[src/rtl/led_out.sv]
// Memory-mapped LED output port: full/byte data writes, optional blink (LED_BLINK_EN), read-back.
// Latency: registers update on the falling edge that samples led_wen; led_rdata is combinational.
// Backpressure: none; every strobe is accepted, and repeated writes are idempotent.
module led_out #(
   parameter int BLINK_DIV = 50_000_000,
   parameter int CNT_W     = 26
) (
   input  logic        clk,
   input  logic        rst,
   input  logic        led_wen,
   input  logic [1:0]  led_addr,
   input  logic [15:0] led_wdata,
   output logic [15:0] led_rdata,
   output logic [15:0] led
);

   localparam logic [1:0] ADDR_WORD = 2'b00;
   localparam logic [1:0] ADDR_LO   = 2'b01;
   localparam logic [1:0] ADDR_HI   = 2'b10;
   localparam logic [1:0] ADDR_CTRL = 2'b11;

   logic [15:0] data;
   logic [15:0] data_next;
   logic [15:0] led_next;
   logic [15:0] status;

   always_comb begin
      data_next = data;
      if (led_wen) begin
         case (led_addr)
            ADDR_WORD: data_next = led_wdata;
            ADDR_LO:   data_next = {data[15:8], led_wdata[7:0]};
            ADDR_HI:   data_next = {led_wdata[7:0], data[7:0]};
            default:   data_next = data;
         endcase
      end
   end

`ifdef LED_BLINK_EN
   typedef enum logic {
      STEADY = 1'b0,
      BLINK  = 1'b1
   } state_t;

   localparam logic [CNT_W-1:0] CNT_MAX = CNT_W'(BLINK_DIV - 1);
   localparam logic [CNT_W-1:0] CNT_ONE = CNT_W'(1);

   state_t           state;
   state_t           state_next;
   logic [CNT_W-1:0] cnt;
   logic [CNT_W-1:0] cnt_next;
   logic             phase;
   logic             phase_next;
   logic             ctrl_wr;
   logic             blink_en;
   logic             blink_en_next;

   assign ctrl_wr = led_wen && (led_addr == ADDR_CTRL);

   always_ff @(negedge clk or negedge rst) begin
      if (!rst) begin
         state <= STEADY;
         cnt   <= '0;
         phase <= 1'b1;
      end else begin
         state <= state_next;
         cnt   <= cnt_next;
         phase <= phase_next;
      end
   end

   always_comb begin
      state_next = state;
      cnt_next   = cnt;
      phase_next = phase;
      case (state)
         STEADY: begin
            cnt_next   = '0;
            phase_next = 1'b1;
            if (ctrl_wr && led_wdata[0]) begin
               state_next = BLINK;
            end
         end
         BLINK: begin
            // A repeated enable write falls through here so the phase timing is not restarted.
            if (ctrl_wr && !led_wdata[0]) begin
               state_next = STEADY;
               cnt_next   = '0;
               phase_next = 1'b1;
            end else if (cnt == CNT_MAX) begin
               cnt_next   = '0;
               phase_next = !phase;
            end else begin
               cnt_next   = cnt + CNT_ONE;
            end
         end
         default: begin
            state_next = STEADY;
            cnt_next   = '0;
            phase_next = 1'b1;
         end
      endcase
   end

   assign blink_en      = (state == BLINK);
   assign blink_en_next = (state_next == BLINK);
   assign led_next      = (blink_en_next && !phase_next) ? 16'h0000 : data_next;
   assign status        = {14'b0, phase, blink_en};
`else
   assign led_next = data_next;
   assign status   = 16'h0002;
`endif

   always_ff @(negedge clk or negedge rst) begin
      if (!rst) begin
         data <= 16'h0000;
         led  <= 16'h0000;
      end else begin
         data <= data_next;
         led  <= led_next;
      end
   end

   always_comb begin
      led_rdata = 16'h0000;
      case (led_addr)
         ADDR_WORD: led_rdata = data;
         ADDR_LO:   led_rdata = {8'h00, data[7:0]};
         ADDR_HI:   led_rdata = {8'h00, data[15:8]};
         ADDR_CTRL: led_rdata = status;
         default:   led_rdata = 16'h0000;
      endcase
   end

endmodule

[config.mk]
export PLATFORM = sky130hd
export DESIGN_NAME = led_out
export DESIGN_NICKNAME = d
export VERILOG_FILES = /design/src/rtl/led_out.sv
export SDC_FILE = /design/constraint.sdc
export NUM_CORES = 1
export LEC_CHECK = 0
export ABC_AREA = 1
export CORE_UTILIZATION = 44
export CTS_CLUSTER_SIZE = 8
export DETAILED_ROUTE_END_ITERATION = 8
export HOLD_SLACK_MARGIN = 0.12
export PLACE_DENSITY = 0.87
export SYNTH_ARGS = -nofsm -noshare
export SYNTH_HDL_FRONTEND = slang
export SYNTH_SLANG_ARGS = --single-unit
export TNS_END_PERCENT = 1
[constraint.sdc]
create_clock -name clk -period 2.6 [get_ports clk]
set_input_delay 0.52 -clock clk [delete_from_list [all_inputs] [get_ports clk]]
set_output_delay 0.52 -clock clk [all_outputs]
set_load 0.1 [all_outputs]
==> metrics.md, run 1 <==
| Metric | Value |
|---|---|
| Status | `stopped before the end` |
| Exit stage | `clock tree synthesis` |
| Error msg | `[ERROR DPL-0033] detailed placement checks failed during check placement.` |
| Post-cts resize count | `27` |
| Pre-CTS WS | `-860 ps` |
| Synth area leader | `dfrtn_1` |
| GPL Wtd Cong | `~0.95` |
| Max Root-Sink Buffers | `2` |
| Syn avg cell area | `6.59 µm²` |
| Number of distinct library cells after synthesis | `16` |
| Initial Util | `0.466` |
| Syn Nets | `201` |
| Post-detail-place hpwl | `~4.1 mm` |
| Boundary Pins | `53` |
| FP Rows | `18` |
| Post-CTS Hold Fix Bufs | `0` |
| Placed insts | `277` |
| Die extent in x | `53.2 µm` |
| Synthesized area | `1150 µm²` |
| Main area contributors after synthesis | `dfrtn_1 (35%), nand2_1 (32%), inv_1 (7.5%)` |
| Share of the synthesized area in the top cell type | `0.347` |
| H-tree Lvls | `1` |
| Port bufs | `52` |
| Root Buffer | `clkbuf_4` |
| Sequential share of the synthesized area | `0.347` |
| #FFs+latches synth | `16` |
| Cell count after synthesis | `175` |
| CTS sink cnt | `16` |
| Number of setup buffers added after CTS | `2` |
| Warnings, synthesis | `0` |
| CTS buffer count | `3` |
| Die H | `53.2 µm` |
Yosys cell counts:
library cell,count
a21oi_1,8
buf_2,1
buf_4,2
buf_6,1
dfrtn_1,16
ha_1,5
inv_1,23
inv_4,1
nand2_1,98
nand2_2,1
nand2_4,2
nand2_8,1
nand3_1,9
nor2_1,3
nor2_4,3
nor2_8,1
stage by stage:
| stage | cell area [µm²] | setup TNS, ps | util |
|---|---|---|---|
| 3_5_place_dp | 2310 | -14340 | 0.932 |
| 2_1_floorplan | 1270 | -17010 | - |
| 3_3_place_gp | 2310 | -10560 | 0.932 |
kinds of logic after synthesis:
| group | share of synthesized area |
|---|---|
| and+or+nand+nor | 0.457 |
| adders and majority gates | 0.0542 |
| buffers and inverters | 0.107 |
| DFF | 0.347 |
| AOI/OAI and AO/OA | 0.0347 |
==> run 2, diff against run 1 <==
--- a/config.mk
+++ b/config.mk
@@ -6,11 +6,10 @@
 export NUM_CORES = 1
 export LEC_CHECK = 0
 export ABC_AREA = 1
-export CORE_UTILIZATION = 44
-export CTS_CLUSTER_SIZE = 8
+export CORE_AREA = 2 2 63 65
 export DETAILED_ROUTE_END_ITERATION = 8
-export HOLD_SLACK_MARGIN = 0.12
-export PLACE_DENSITY = 0.87
+export DIE_AREA = 0 0 65 67
+export PLACE_DENSITY_LB_ADDON = 0.15
 export SYNTH_ARGS = -nofsm -noshare
 export SYNTH_HDL_FRONTEND = slang
 export SYNTH_SLANG_ARGS = --single-unit
==> run 2 against run 1 <==
The flow now finishes, with violations (negative setup slack). Synthesized area stayed put. Synthesized cell count stayed put.
==> metrics.md, run 2 <==
| Metric | Value |
|---|---|
| Largest registers | `data: 16 flops` |
| Main area contributors after synthesis | `dfrtn_1 (35%), nand2_1 (32%), inv_1 (7.5%)` |
| RR Startpoint | `data[10]$_DFFE_NN0P_` |
| Capturing point of the worst reg2reg path | `data[10]$_DFFE_NN0P_` |
| CTS clock-pin slew for the worst setup and hold paths | `50 ps` |
| DRC | `0` |
| Layout Nets | `287` |
| Main flop type after synthesis | `dfrtn_1` |
| CTS buffer count | `3` |
| CTS tree | `yes` |
| First DRT Iteration DRCs | `52` |
| Post-synth ARST share | `1.00` |
| Reg2reg setup slack | `1770 ps` |
| Warnings, synthesis | `0` |
| VDD IR max | `~300 µV` |
| CP max FO | `4` |
| Final ANT Viol Nets | `0` |
| Worst Path Required | `2080 ps` |
| Final WS setup | `-314 ps` |
| Crit. End Element | `output pin` |
| Die H | `67 µm` |
| Pin count of the biggest net entering global routing | `17` |
| Vias per std cell | `4.52` |
| Cell count after synthesis | `175` |
| Final WL | `3.85 mm` |
| Clock Latency Late Sink | `260 ps` |
| Area Overhead vs Synth | `121%` |
| Max-cap violations | `0` |
| Worst min path class | `flop to flop` |
| Post-CTS Hold Fix Bufs | `0` |
| DRT met1 WL | `about 1.5 mm` |
| Failing checks | `negative setup slack` |
| Antenna violations before repair | `0` |
| Total die area | `4360 µm²` |
| Clock Skews | `0 ps` |
| Metal3 WL | `175 µm` |
| Core area | `3610 µm²` |
| Boundary Pins | `53` |
| Hold endpoint | `data[6]$_DFFE_NN0P_` |
| Post-detail-place hpwl | `2.77 mm` |
| Largest register FFs | `16` |
| Number of detailed-route iterations in the first pass | `4` |
| Share of the synthesized area in the top cell type | `0.347` |
| Max Used Layer | `met4` |
| Final hold violation count | `0` |
| RSZ-0062 raised after global routing | `yes` |
| Post-route cell area | `between 2000 and 3000 µm²` |
| Total grt overflow | `0` |
| CTS sink cnt | `16` |
| Hold path cells | `3` |
| Count leader, synth | `nand2_1` |
| Synthesized area | `1150 µm²` |
| Routed WL per cell | `roughly 12 µm` |
| Syn avg cell area | `6.59 µm²` |
| Max Root-Sink Buffers | `2` |
| Commonest cells post-synth | `nand2_1 (98), inv_1 (23), dfrtn_1 (16), nand3_1 (9), a21oi_1 (8)` |
| Layout cells sized above 1 | `0.465` |
| Tot GR Track Use | `0.199` |
| Setup total negative slack | `-9760 ps` |
| Worst reg2reg path depth | `3` |
| Root Buffer | `clkbuf_8` |
| H-tree Lvls | `1` |
| Number of distinct library cells after synthesis | `16` |
| Most frequent cells in the layout | `nand2_1 (76), buf_12 (32), buf_4 (24)` |
| Final setup violation count | `48` |
| Sequential share of the synthesized area | `0.347` |
| CP startpoint kind | `flop` |
| Syn Nets | `201` |
| Placed cell areas | `2320 µm²` |
| Port bufs | `52` |
| GPL Wtd Cong | `roughly 0.9` |
| Synth area leader | `dfrtn_1` |
| Most common cell after layout, fill and taps aside | `nand2_1` |
| Leak Pwr | `0.00125 µW` |
| Via count | `1,392` |
| Pwr dens | `699 nW/µm²` |
| Top reg by flops | `data` |
| Post-synth EDFFs | `0` |
| Initial Util | `0.320` |
| CP Data Arrival Time | `2390 ps` |
| Met2 routed WL | `~2.1 mm` |
| Vias in the first global route | `~1,400` |
| Measured slew at the worst slew-check pin | `roughly 330 ps` |
| Fin. max-slew vios | `0` |
| Status | `complete, but fails checks` |
| Total Power Consumption | `1780 µW` |
| Critical path class | `flop to output pin` |
| HP Start | `data[6]$_DFFE_NN0P_` |
| First-pass GRT wire length | `6.53 mm` |
| Rel. slew slack | `0.783` |
| FP Rows | `22` |
| #FFs+latches synth | `16` |
| N_diodes | `0` |
| Die extent in x | `between 60 and 70 µm` |
[run 2: layout make-up]
class	instances	area [µm²]
clock buffer	4	55.1
fill	266	1060
inverter	24	129
multi-input combinational	131	779
sequential	16	400
tap	48	60.1
timing repair buffer	85	1120
[run 2: per-layer routing]
layer,global-route usage,vias to the layer above
met5,0,-
met4,0.0984,0
met3,0.0152,4
met2,0.390,52
met1,0.211,643
li1,-,693
[run 2: where the power goes]
group | internal, µW | leakage [µW] | switching (µW)
clock network | 134 | 0.0000288 | 89.7
registers | 298 | 0.000207 | 45.2
logic | 465 | 0.00101 | 747
[run 2: logic make-up after synthesis]
| family | after synthesis | share of synthesized area |
|---|---|---|
| simple gates | 118 | 0.457 |
| buf+inv | 28 | 0.107 |
| flops | 16 | 0.347 |
| compound gates | 8 | 0.0347 |
| fa+ha+maj | 5 | 0.0542 |
[run 2: worst max-delay path, stage by stage, from the launching register on]
cell        delay [ps]
dfrtn_1            480
nand2_2             90
clkinvlp_4          90
buf_12             170
[run 2: stage by stage]
step	setup WS (ps)	util	std cells	hold WS (ps)
2_1_floorplan	-735	-	175	991
3_3_place_gp	-714	0.643	295	503
3_5_place_dp	-800	0.643	295	507
4_1_cts	-312	0.705	308	543
5_1_grt	-360	0.706	308	571
6_report	-314	0.706	308	546
[run 2: repair_timing]
item	4_1_cts	5_1_grt
buffers inserted	9	0
gates cloned	0	0
endpoints found under the setup margin	48	48
gates resized for setup	35	1
pin swaps	5	4
[run 2: worst max-delay path by stage]
| stage | from | endpoint | depth (start not counted) | slack [ps] |
|---|---|---|---|---|
| 2_1_floorplan | data[10]$_DFFE_NN0P_ | led_rdata[10] | 2 | -730 |
| 3_3_place_gp | led_addr[0] | data[8]$_DFFE_NN0P_ | 8 | -710 |
| 3_5_place_dp | led_addr[0] | data[10]$_DFFE_NN0P_ | 8 | -800 |
| 4_1_cts | data[11]$_DFFE_NN0P_ | led_rdata[11] | 3 | -310 |
| 5_1_grt | data[12]$_DFFE_NN0P_ | led_rdata[4] | 3 | -360 |
| 6_report | data[15]$_DFFE_NN0P_ | led_rdata[15] | 3 | -310 |
Note: power is estimated with default switching activity, not from simulation.
==> run 3, diff against run 2 <==
--- a/config.mk
+++ b/config.mk
@@ -6,9 +6,10 @@
 export NUM_CORES = 1
 export LEC_CHECK = 0
 export ABC_AREA = 1
-export CORE_AREA = 2 2 63 65
+export CELL_PAD_IN_SITES_DETAIL_PLACEMENT = 0
+export CELL_PAD_IN_SITES_GLOBAL_PLACEMENT = 2
+export CORE_UTILIZATION = 22
 export DETAILED_ROUTE_END_ITERATION = 8
-export DIE_AREA = 0 0 65 67
 export PLACE_DENSITY_LB_ADDON = 0.15
 export SYNTH_ARGS = -nofsm -noshare
 export SYNTH_HDL_FRONTEND = slang
==> run 3 against run 2 <==
The flow still finishes with violations (negative setup slack). Cell count rose by 5.8%. Utilization shrank 18 points. Largest power group unchanged. Global-route usage shrank 5.3 points. Setup slack worse by 4.8 ps. Combinational power is essentially flat. Highest routed layer unchanged.
==> metrics.md, run 3 (synthesized netlist as in run 2, its figures left out) <==
| Metric | Value |
|---|---|
| Status | `complete, but fails checks` |
| Failing checks | `negative setup slack` |
| Critical path, cell by cell | `nand2_1 -> nand3_4 -> buf_12` |
| Die extent in x | `74.4 µm` |
| Antenna violations before repair | `0` |
| Worst reg2reg path depth | `4` |
| Worst min path class | `flop to flop` |
| Worst Path Required | `roughly 2100 ps` |
| DRC | `0` |
| Final WS setup | `-319 ps` |
| Layout Nets | `287` |
| Metal3 WL | `118 µm` |
| Leak Pwr | `approximately 0.0012 µW` |
| Largest register FFs | `16` |
| Clock Skews | `0 ps` |
| CTS tree | `yes` |
| Reg2reg setup slack | `1710 ps` |
| Most common cell after layout, fill and taps aside | `nand2_1` |
| Number of detailed-route iterations in the first pass | `4` |
| Fin. max-slew vios | `0` |
| Vias per std cell | `approximately 4.0` |
| CTS sink cnt | `16` |
| CP Data Arrival Time | `2400 ps` |
| Max stage delay on crit path | `around 460 ps` |
| Number of buffers and inverters on the critical path | `1` |
| Post-CTS Hold Fix Bufs | `0` |
| Fin util | `0.525` |
| Tot GR Track Use | `0.146` |
| HP Start | `data[3]$_DFFE_NN0P_` |
| Met2 routed WL | `1.78 mm` |
| Die H | `between 70 and 80 µm` |
| RSZ-0062 raised after global routing | `yes` |
| Routed WL per cell | `11.0 µm` |
| CP startpoint kind | `flop` |
| H-tree Lvls | `1` |
| Max-cap violations | `0` |
| Filler Cell Count | `roughly 460` |
| Total die area | `5540 µm²` |
| Setup total negative slack | `-8320 ps` |
| Rel. slew slack | `0.805` |
| Core area | `4880 µm²` |
| N_diodes | `0` |
| Clock Latency Late Sink | `260 ps` |
| CTS clock-pin slew for the worst setup and hold paths | `about 40 ps` |
| Total Power Consumption | `1730 µW` |
| Final WL | `~3.6 mm` |
| Hold path cells | `3` |
| Area Overhead vs Synth | `122%` |
| Measured slew at the worst slew-check pin | `292 ps` |
| Capturing point of the worst reg2reg path | `data[9]$_DFFE_NN0P_` |
| GPL Wtd Cong | `around 0.8` |
| Max Root-Sink Buffers | `2` |
| First DRT Iteration DRCs | `25` |
| Layout cells sized above 1 | `0.467` |
| Crit. End Element | `output pin` |
| Post-detail-place hpwl | `2.98 mm` |
| Pwr dens | `674 nW/µm²` |
| First-pass GRT wire length | `6.05 mm` |
| Max stage delay cell, worst path | `dfrtn_1` |
| Via count | `1,304` |
| Hold endpoint | `data[3]$_DFFE_NN0P_` |
| Initial Util | `0.236` |
| Total grt overflow | `0` |
| FP Rows | `25` |
| Boundary Pins | `53` |
| DRT met1 WL | `about 1.6 mm` |
| Largest registers | `data: 16 flops` |
| RR Startpoint | `data[9]$_DFFE_NN0P_` |
| Critical path class | `flop to output pin` |
| Top reg by flops | `data` |
| Final hold violation count | `0` |
| CP max FO | `4` |
| Final setup violation count | `32` |
| Most frequent cells in the layout | `nand2_1 (77), buf_12 (32), buf_4 (23)` |
| Root Buffer | `clkbuf_8` |
| CTS buffer count | `3` |
| Max Used Layer | `met4` |
| Port bufs | `52` |
| Cell family with most CP delay | `flip-flops` |
| VDD IR max | `237 µV` |
| Final ANT Viol Nets | `0` |
| Vias in the first global route | `1,319` |
| Pin count of the biggest net entering global routing | `17` |
==> run 3: report_power, final <==
group          internal, µW  leakage (µW)  total (µW)  switching [µW]
Sequential              299      0.000207         346            47.0
Clock                   103     0.0000216         180            77.1
Combinational           466       0.00102        1200             736
Total                   867       0.00125        1730             860
==> run 3: final cells by class <==
| cell class | count | area, µm² | share of cell area |
|---|---|---|---|
| Inverter | 24 | 125 | 0.0488 |
| Clock buffer | 3 | 41.3 | 0.0161 |
| Multi-Input combinational cell | 131 | 787 | 0.307 |
| Tap cell | 67 | 83.8 | 0.0327 |
| Sequential cell | 16 | 400 | 0.156 |
| Timing Repair Buffer | 85 | 1120 | 0.439 |
==> run 3: how the worst max path moves through the flow <==
stage                    startpoint              endpoint  slack (ps)  cells past startpoint
6_report        data[9]$_DFFE_NN0P_          led_rdata[1]        -320                      3
5_1_grt         data[9]$_DFFE_NN0P_          led_rdata[1]        -360                      3
4_1_cts        data[12]$_DFFE_NN0P_         led_rdata[12]        -320                      3
3_5_place_dp            led_addr[0]  data[10]$_DFFE_NN0P_        -790                      8
3_3_place_gp            led_addr[0]   data[9]$_DFFE_NN0P_        -710                      8
2_1_floorplan  data[10]$_DFFE_NN0P_         led_rdata[10]        -730                      2
==> run 3: routing by layer <==
layer	vias up	GRT usage
li1	690	-
met1	570	0.186
met2	39	0.257
met3	5	0.0163
met4	0	0.0440
met5	-	0
==> run 3: per-stage QoR <==
step	std cells	worst slack (ps)	cell area, µm²	hold slack (ps)
finish	326	-319	2560	545
CTS	325	-325	2540	523
global route	326	-356	2560	581
detailed placement	317	-787	2360	506
floorplan	175	-735	1270	991
global placement	317	-705	2360	508
==> run 3: worst reg2reg max path: stages (launching register included) <==
cell	delay (ps)
dfrtn_1	380
buf_4	150
buf_4	120
nand2_1	50
nand2_1	40
==> run 3: timing repair <==
item,in CTS,in global routing
pin swaps,2,1
endpoints found under the setup margin,48,48
setup buffers,5,1
resized for setup,36,6
==> run 4, diff against run 3 <==
--- a/config.mk
+++ b/config.mk
@@ -10,7 +10,9 @@
 export CELL_PAD_IN_SITES_GLOBAL_PLACEMENT = 2
 export CORE_UTILIZATION = 22
 export DETAILED_ROUTE_END_ITERATION = 8
-export PLACE_DENSITY_LB_ADDON = 0.15
+export PLACE_DENSITY = 0.84
+export RECOVER_POWER = 100
+export SLEW_MARGIN = 20
 export SYNTH_ARGS = -nofsm -noshare
 export SYNTH_HDL_FRONTEND = slang
 export SYNTH_SLANG_ARGS = --single-unit
==> run 4 against run 3 <==
Critical endpoint is now led_rdata[5]. The flow still finishes with violations (negative setup slack). Die area stayed put. First-iteration DRC count grew 92%. Clock-buffer cell count is 1 higher. Flip-flop and latch count stayed put. Setup slack worse by 20 ps. Largest power group unchanged. Global-route usage decreased by 1.1 points. Critical path type unchanged. Clock power increased by 23%. Highest routed layer is now met3. Via count fell by 2.7%.
==> metrics.md, run 4 (synthesized netlist as in run 2, its figures left out) <==
| Metric | Value |
|---|---|
| Status | `complete, but fails checks` |
| Failing checks | `negative setup slack` |
| Filler Cell Count | `451` |
| Area Overhead vs Synth | `123%` |
| Initial Util | `0.236` |
| CP startpoint kind | `flop` |
| Core area | `roughly 5000 µm²` |
| Final hold violation count | `0` |
| Final WL | `3.58 mm` |
| CTS clock-pin slew for the worst setup and hold paths | `50 ps` |
| Largest register FFs | `16` |
| Via count | `1,269` |
| Worst hold margin | `between 500 and 600 ps` |
| CP Data Arrival Time | `2420 ps` |
| Cell family with most CP delay | `flip-flops` |
| Critical path class | `flop to output pin` |
| Fin util | `0.526` |
| Clock Latency Late Sink | `260 ps` |
| CTS sink cnt | `16` |
| Layout cells sized above 1 | `0.465` |
| Max Root-Sink Buffers | `2` |
| Boundary Pins | `53` |
| Rel. slew slack | `0.721` |
| Vias per std cell | `3.93` |
| Fin. max-slew vios | `0` |
| Total die area | `5540 µm²` |
| Post-detail-place hpwl | `a little under 3 mm` |
| Final setup violation count | `36` |
| Non-Filler Instances | `323` |
| Worst min path class | `flop to flop` |
| Top reg by flops | `data` |
| Pwr dens | `686 nW/µm²` |
| H-tree Lvls | `1` |
| Routed WL per cell | `11.1 µm` |
| Post-CTS Hold Fix Bufs | `0` |
| Max-cap violations | `0` |
| Post-route cell area | `2570 µm²` |
| Largest registers | `data: 16 flops` |
| FP Rows | `25` |
| Tot GR Track Use | `0.135` |
| Final WS setup | `-339 ps` |
| Number of buffers and inverters on the critical path | `1` |
| First DRT Iteration DRCs | `between 40 and 50` |
| Most common cell after layout, fill and taps aside | `nand2_1` |
| Port bufs | `52` |
| Clock Skews | `0 ps` |
| Root Buffer | `clkbuf_8` |
| CTS tree | `yes` |
| Crit. End Element | `output pin` |
| CTS buffer count | `3` |
| Antenna violations before repair | `0` |
| GPL Wtd Cong | `0.747` |
| Placed cell areas | `2370 µm²` |
| Layout Nets | `~280` |
| N_diodes | `0` |
| Critical path, cell by cell | `nand2_1 -> nand2_4 -> buf_12` |
| DRC | `0` |
| First-pass GRT wire length | `approximately 5.7 mm` |
| Most frequent cells in the layout | `nand2_1 (74), buf_12 (33), buf_4 (19)` |
| Final ANT Viol Nets | `0` |
| Measured slew at the worst slew-check pin | `418 ps` |
| Placed insts | `316` |
| Leak Pwr | `0.00124 µW` |
| Number of detailed-route iterations in the first pass | `4` |
| Max stage delay cell, worst path | `dfrtn_1` |
| CP max FO | `4` |
| Vias in the first global route | `1,205` |
| Total grt overflow | `0` |
| Die H | `74.4 µm` |
| Worst Path Required | `2080 ps` |
| Pre-CTS WS | `-726 ps` |
| Pin count of the biggest net entering global routing | `17` |
| VDD IR max | `317 µV` |
| Die extent in x | `roughly 74 µm` |
| Max stage delay on crit path | `~480 ps` |
| RSZ-0062 raised after global routing | `yes` |
## run 4: cell types whose count changed in the layout (fill, tap and decap cells not counted), sizes merged
cell,delta
clkdlybuf4s15,-1
clkdlybuf4s50,-1
buf,-6
inv,-1
clkbuf,+3
dlymetal6s2s,+1
clkinvlp,+1
dlygate4sd3,+1
## run 4: timing repair
| action | CTS | global route |
|---|---|---|
| pin swaps | 2 | 8 |
| endpoints found under the setup margin | 48 | 48 |
| buffers inserted | 0 | 3 |
| resized for setup | 17 | 22 |
## run 4: layout make-up
cell class	instances	area, µm²	share of cell area
Multi-Input combinational cell	131	801	0.312
Sequential cell	16	400	0.156
Tap cell	67	83.8	0.0327
Inverter	24	129	0.0502
Clock buffer	4	55.1	0.0214
Timing Repair Buffer	81	1100	0.428
## run 4: power breakdown
part | switching [µW] | internal [µW]
Clock | 87.4 | 134
Sequential | 50.3 | 298
Combinational | 735 | 456
## run 4: layer usage
layer | part of all wire | GRT usage | wire, µm | up-vias
li1 | - | - | - | 681
met1 | 0.48 | 0.193 | 1730 | 554
met2 | 0.48 | 0.216 | 1720 | 34
met3 | 0.035 | 0.0136 | 127 | 0
met4 | 0 | 0.0377 | 0 | 0
met5 | 0 | 0 | 0 | -
## run 4: worst min-delay path, delay by kind of cell, from the launching register on
family | cells | cell delay [ps]
and+or+nand+nor | 2 | 130
DFF | 1 | 470
## run 4: worst paths after layout
| kind | start | depth (start not counted) | end | slack, ps |
|---|---|---|---|---|
| setup / recovery | data[13]$_DFFE_NN0P_ | 3 | led_rdata[5] | -340 |
| hold / removal | data[12]$_DFFE_NN0P_ | 2 | data[12]$_DFFE_NN0P_ | 520 |
| min in group asynchronous | rst | 2 | data[2]$_DFFE_NN0P_ | 1900 |
| max in group asynchronous | rst | 2 | data[1]$_DFFE_NN0P_ | 370 |
| setup reg to reg | data[10]$_DFFE_NN0P_ | 3 | data[10]$_DFFE_NN0P_ | 1780 |
| hold reg to reg | data[12]$_DFFE_NN0P_ | 2 | data[12]$_DFFE_NN0P_ | 520 |
## run 4: metrics by stage
step                power, µW  setup TNS (ps)
floorplan                1010          -17010
global placement         1500          -12370
detailed placement       1500          -12580
CTS                      1750          -14100
global route             1830          -10560
finish                   1760           -8770
==> RTL change 1: new RTL, config.mk and constraints of run 4 <==
The option `LED_BLINK_EN` is turned on by a define.
--- a/src/rtl/led_out.sv
+++ b/src/rtl/led_out.sv
@@ -3,2 +3,4 @@
 // Backpressure: none; every strobe is accepted, and repeated writes are idempotent.
+`define LED_BLINK_EN
+
 module led_out #(
Behaviour: not the same (a bounded check fails within 4 cycles, from zero or initial values and one cycle with rst low).
==> RTL change 1 against run 4 <==
- the run still ends with setup timing left
- design area rose by 84%
- count of clock-buffer cells in the layout increased by 5
- final cell count up 100%
- critical path depth stayed put
- worst setup slack got worse by 0.22 ns
- largest cell class is now flip-flops and latches
- total power rose by 89%
- critical endpoint is now led_rdata[1]
- sequential cell count is 44 higher
- area after synthesis rose to 2.6 times the old value
- routed wire length rose by 130%
==> RTL change 1: results (changes against run 4) <==
GRT
  • First-pass GRT wire length: 14400 um (+150%)
  • Total Routing Usage GR: 0.129 (-0.00555)

Power
  • Cell leakage power: 2.13 nW (+72%)
  • Switching part of the total: 0.356 (-0.139)
  • Worst VDD drop: 0.000333 V (+4.8%)
  • Clock Power Share: 0.354 (+0.228)

Synth
  • Mapped Nets: 408 (+100%)
  • Post-synthesis sequential area ratio: 0.498 (+0.151)
  • Avg Cell Area, Syn: 7.82 um2 (+19%)
  • Top cells by count, synth: nand2_1 (80), nor2_1 (67), dfrtn_1 (59)
  • Netlist cell types: 28 (+12)

Routing
  • Wire length on met2: 3940 um (+130%)
  • WL met1: 3630 um (+110%)
  • Highest metal used: met4
  • Drt wl/cell: 12.5 um (+13%)

Critical path
  • CP max stage delay: 0.53 ns (+0.05 ns)
  • R2r worst-path depth: 10 (+7)
  • Critical Path Fanout Max: 2 (-2)

Layout
  • #MultiIn Comb: 261 (+99%)
  • Register area: 1500 um2 (+280%)
  • Signal buffers: 86 (+6.2%)

Status
  • Outcome: finished, violations left
  • Failing checks: setup timing

Timing
  • Setup_tns: -9.48 ns (-0.707 ns)
  • Setup violations, final: 59 (+64%)
  • Setup WS post-layout: -0.564 ns (-0.225 ns)

Place
  • GPL Wtd Cong: 0.896 (+20%)

Hold path
  • Hold path cells: 1 (-1)
-- RTL change 1: metrics by stage --
step / instance area [um2] / total power, W / hold WS (ns) / worst slack, ns
after CTS: 4750 / 0.00337 / 0.421 / -0.581
after detailed placement: 4460 / 0.00217 / 0.420 / -0.740
after global routing: 4730 / 0.00348 / 0.473 / -0.617
after global placement: 4460 / 0.00216 / 0.400 / -0.721
final: 4730 / 0.00332 / 0.415 / -0.564
after floorplan: 3180 / 0.00174 / 0.379 / -0.377
-- RTL change 1: logic make-up (layout without fill, tap and decap cells) --
kind of cell / after synthesis / in the layout / share of synthesized area
buf+inv: 65 / 160 / 0.0854
flops: 60 / 60 / 0.498
simple gates: 212 / 212 / 0.318
xor+xnor: 8 / 8 / 0.0232
compound gates: 40 / 40 / 0.0709
fa+ha+maj: 1 / 1 / 0.00415
-- RTL change 1: layer usage --
layer  up-vias  track usage
met2        76        0.213
met3         9       0.0460
li1       1384            -
met5         -            0
met1      1275        0.156
met4         0       0.0443
-- RTL change 1: worst max-delay path, delay by kind of cell (launching register included) --
kind | cells | cell delay [ns]
AOI/OAI and AO/OA | 1 | 0.18
buffers and inverters | 2 | 0.26
DFF | 1 | 0.53
-- RTL change 1: worst max-delay path by stage --
stage           startpoint      endpoint  slack, ns  depth (start not counted)
4_1_cts              phase  led_rdata[1]      -0.58                          3
5_1_grt              phase  led_rdata[1]      -0.62                          3
6_report             phase  led_rdata[1]      -0.56                          3
2_1_floorplan        phase  led_rdata[1]      -0.38                          2
3_3_place_gp       led_wen        led[2]      -0.72                          7
3_5_place_dp   led_addr[1]        cnt[6]      -0.74                          7
-- RTL change 1: what timing repair did --
action	CTS	global route
endpoints found under the setup margin	92	90
pin swaps	16	2
buffers inserted	0	0
endpoints found under the hold margin	0	0
cloned	0	0
resized for setup	15	10
==> RTL change 2: new RTL, flow settings as in run 4 <==
Made on the original files. The output `led` loses its register stage (`led` becomes a continuous assignment).
--- a/src/rtl/led_out.sv
+++ b/src/rtl/led_out.sv
@@ -116,8 +116,8 @@
          data <= 16'h0000;
-         led  <= 16'h0000;
       end else begin
          data <= data_next;
-         led  <= led_next;
       end
    end
+
+   assign led = led_next;
 
Function: changed (Yosys sat finds a counterexample within 4 cycles, from zero or initial values and one cycle with rst low).
==> RTL change 2 against run 4 <==
- the run still ends with setup timing left
- register-to-register slack gained 0.14 ns
- total power fell by 16%
- design area decreased by 12%
- highest routed layer is now met4
- worst setup slack worse by 0.030 ns
- largest cell class unchanged
- area after synthesis shrank 22%
- sequential cell count unchanged
- first-iteration DRC count down 29%
- routed wire length fell by 8.0%
- die area is 21% lower
==> RTL change 2: results (changes against run 4) <==
Place
  • Placed insts: 257 (-19%)
  • Post-DP HPWL: 2740 um (-5.1%)
  • GPL Wtd Cong: 0.779 (+4.4%)
  • Placed inst area: 2230 um2 (-6.0%)

Critical path
  • Critical Path Fanout Max: 3 (-1)
  • Flop2flop setup slack: 1.92 ns (+0.14 ns)
  • Critical Path AT: 2.45 ns (+0.03 ns)

Timing
  • Setup_tns: -9.97 ns (-1.20 ns)
  • Setup violations, final: 32 (-11%)
  • Rel. slew slack: 0.709 (-0.0120)
  • Setup WS post-layout: -0.369 ns (-0.0298 ns)
  • Hold Worst Slack: 0.445 ns (-0.0702 ns)

Synth
  • Mapped Nets: 152 (-24%)
  • Top cells by count, synth: nand2_1 (63), dfrtn_1 (16), nand3_1 (16)
  • Synth Area in Compound Gates: 0.0458 (+0.0111)
  • Mux cell area share after synthesis: 0 (unchanged)
  • Area contributors post-synth: dfrtn_1 (44%), nand2_1 (26%), nand3_1 (8.9%)
  • Post-synthesis sequential area ratio: 0.444 (+0.0968)
  • Post-Synth Adder-Cell Area: 0 (-0.0542)
  • Post-synthesis xor/xnor area fraction: 0 (unchanged)
  • Netlist cell types: 12 (-4)
  • Mapped Cells: 131 (-25%)
  • Async S/R FF share, synth: 1.00 (unchanged)
  • Warnings from Yosys: 0 (unchanged)

Clock network
  • Worst-path clk slew: 0.05 ns (about the same)
  • CTS root buf: clkbuf_8

Layout
  • Fin nets: 235 (-17%)
  • Layout Cells excl Fill: 260 (-20%)
  • Layout cells sized above 1: 0.514 (+0.0493)
  • # fillers: 344 (-24%)
  • Top Registers: data (16)

GRT
  • Initial antenna violation count: 0 (unchanged)
  • Met1 Use GR: 0.187 (-0.00543)
  • Met2 GRT Util: 0.343 (+0.127)
  • First-pass GRT wire length: 5640 um (-1.8%)
  • Total Routing Usage GR: 0.170 (+0.0355)
  • Met3 usage: 0.0259 (+0.0123)
  • Vias in the first global route: 1252 (+3.9%)

Routing
  • Routed WL: 3290 um (-8.0%)
  • Iter 0 DRT Violations: 34 (-29%)
  • Wire length on met2: 1850 um (+7.8%)
  • Highest metal used: met4
  • Vias per cell: 4.32 (+10%)
  • WL met1: 1280 um (-26%)
  • Wire length on met3: 145 um (+14%)

Power
  • Worst VDD drop: 0.000381 V (+20%)
  • Cell leakage power: 1.06 nW (-15%)

Status
  • Outcome: finished, violations left
  • Failing checks: setup timing
-- RTL change 2: changes by cell type after synthesis, sizes merged --
| cell | change |
|---|---|
| ha | -5 |
| nor2 | +2 |
| inv | -12 |
| o22ai | +1 |
| o21ai | +7 |
| a21oi | -8 |
| nand2 | -35 |
| nand3 | +7 |
| buf | -1 |
-- RTL change 2: path summary, 6_finish.rpt --
kind | startpoint | cells after the start | to
worst max register to register | data[9] | 2 | data[9]
worst max-delay path | data[9] | 4 | led[9]
worst min-delay path | data[2] | 2 | data[2]
worst min register to register | data[2] | 2 | data[2]
max in group asynchronous | rst | 2 | data[10]
min in group asynchronous | rst | 2 | data[6]
-- RTL change 2: where the power goes --
group          switching (W)  total, W  internal [W]
logic               0.000624  0.000983      0.000359
clock network      0.0000857  0.000188      0.000103
registers          0.0000234  0.000311      0.000287
total               0.000733   0.00148      0.000750
-- RTL change 2: critical path: stages, from the launching register on --
cell     delay, ns
dfrtn_1       0.48
nand2_2       0.08
nand2_4       0.06
buf_6         0.10
buf_12        0.16
-- RTL change 2: repair_timing --
item,4_1_cts,5_1_grt
endpoints found under the setup margin,48,32
resized for setup,9,1
hold buffers,0,0
pin swaps,11,4
-- RTL change 2: per-stage QoR --
stage / power, W / util / setup slack, ns
after global routing: 0.00154 / 0.597 / -0.411
final: 0.00148 / 0.597 / -0.369
after CTS: 0.00150 / 0.602 / -0.381
after detailed placement: 0.00130 / 0.586 / -0.461
after floorplan: 0.000908 / - / -0.222
after global placement: 0.00130 / 0.586 / -0.432
-- RTL change 2: area by class of cell --
| type | instances | share of cell area |
|---|---|---|
| timing repair buffer | 81 | 0.470 |
| sequential | 16 | 0.177 |
| inverter | 12 | 0.0215 |
| clock buffer | 3 | 0.0182 |
| multi-input combinational | 100 | 0.287 |
| tap | 48 | 0.0265 |
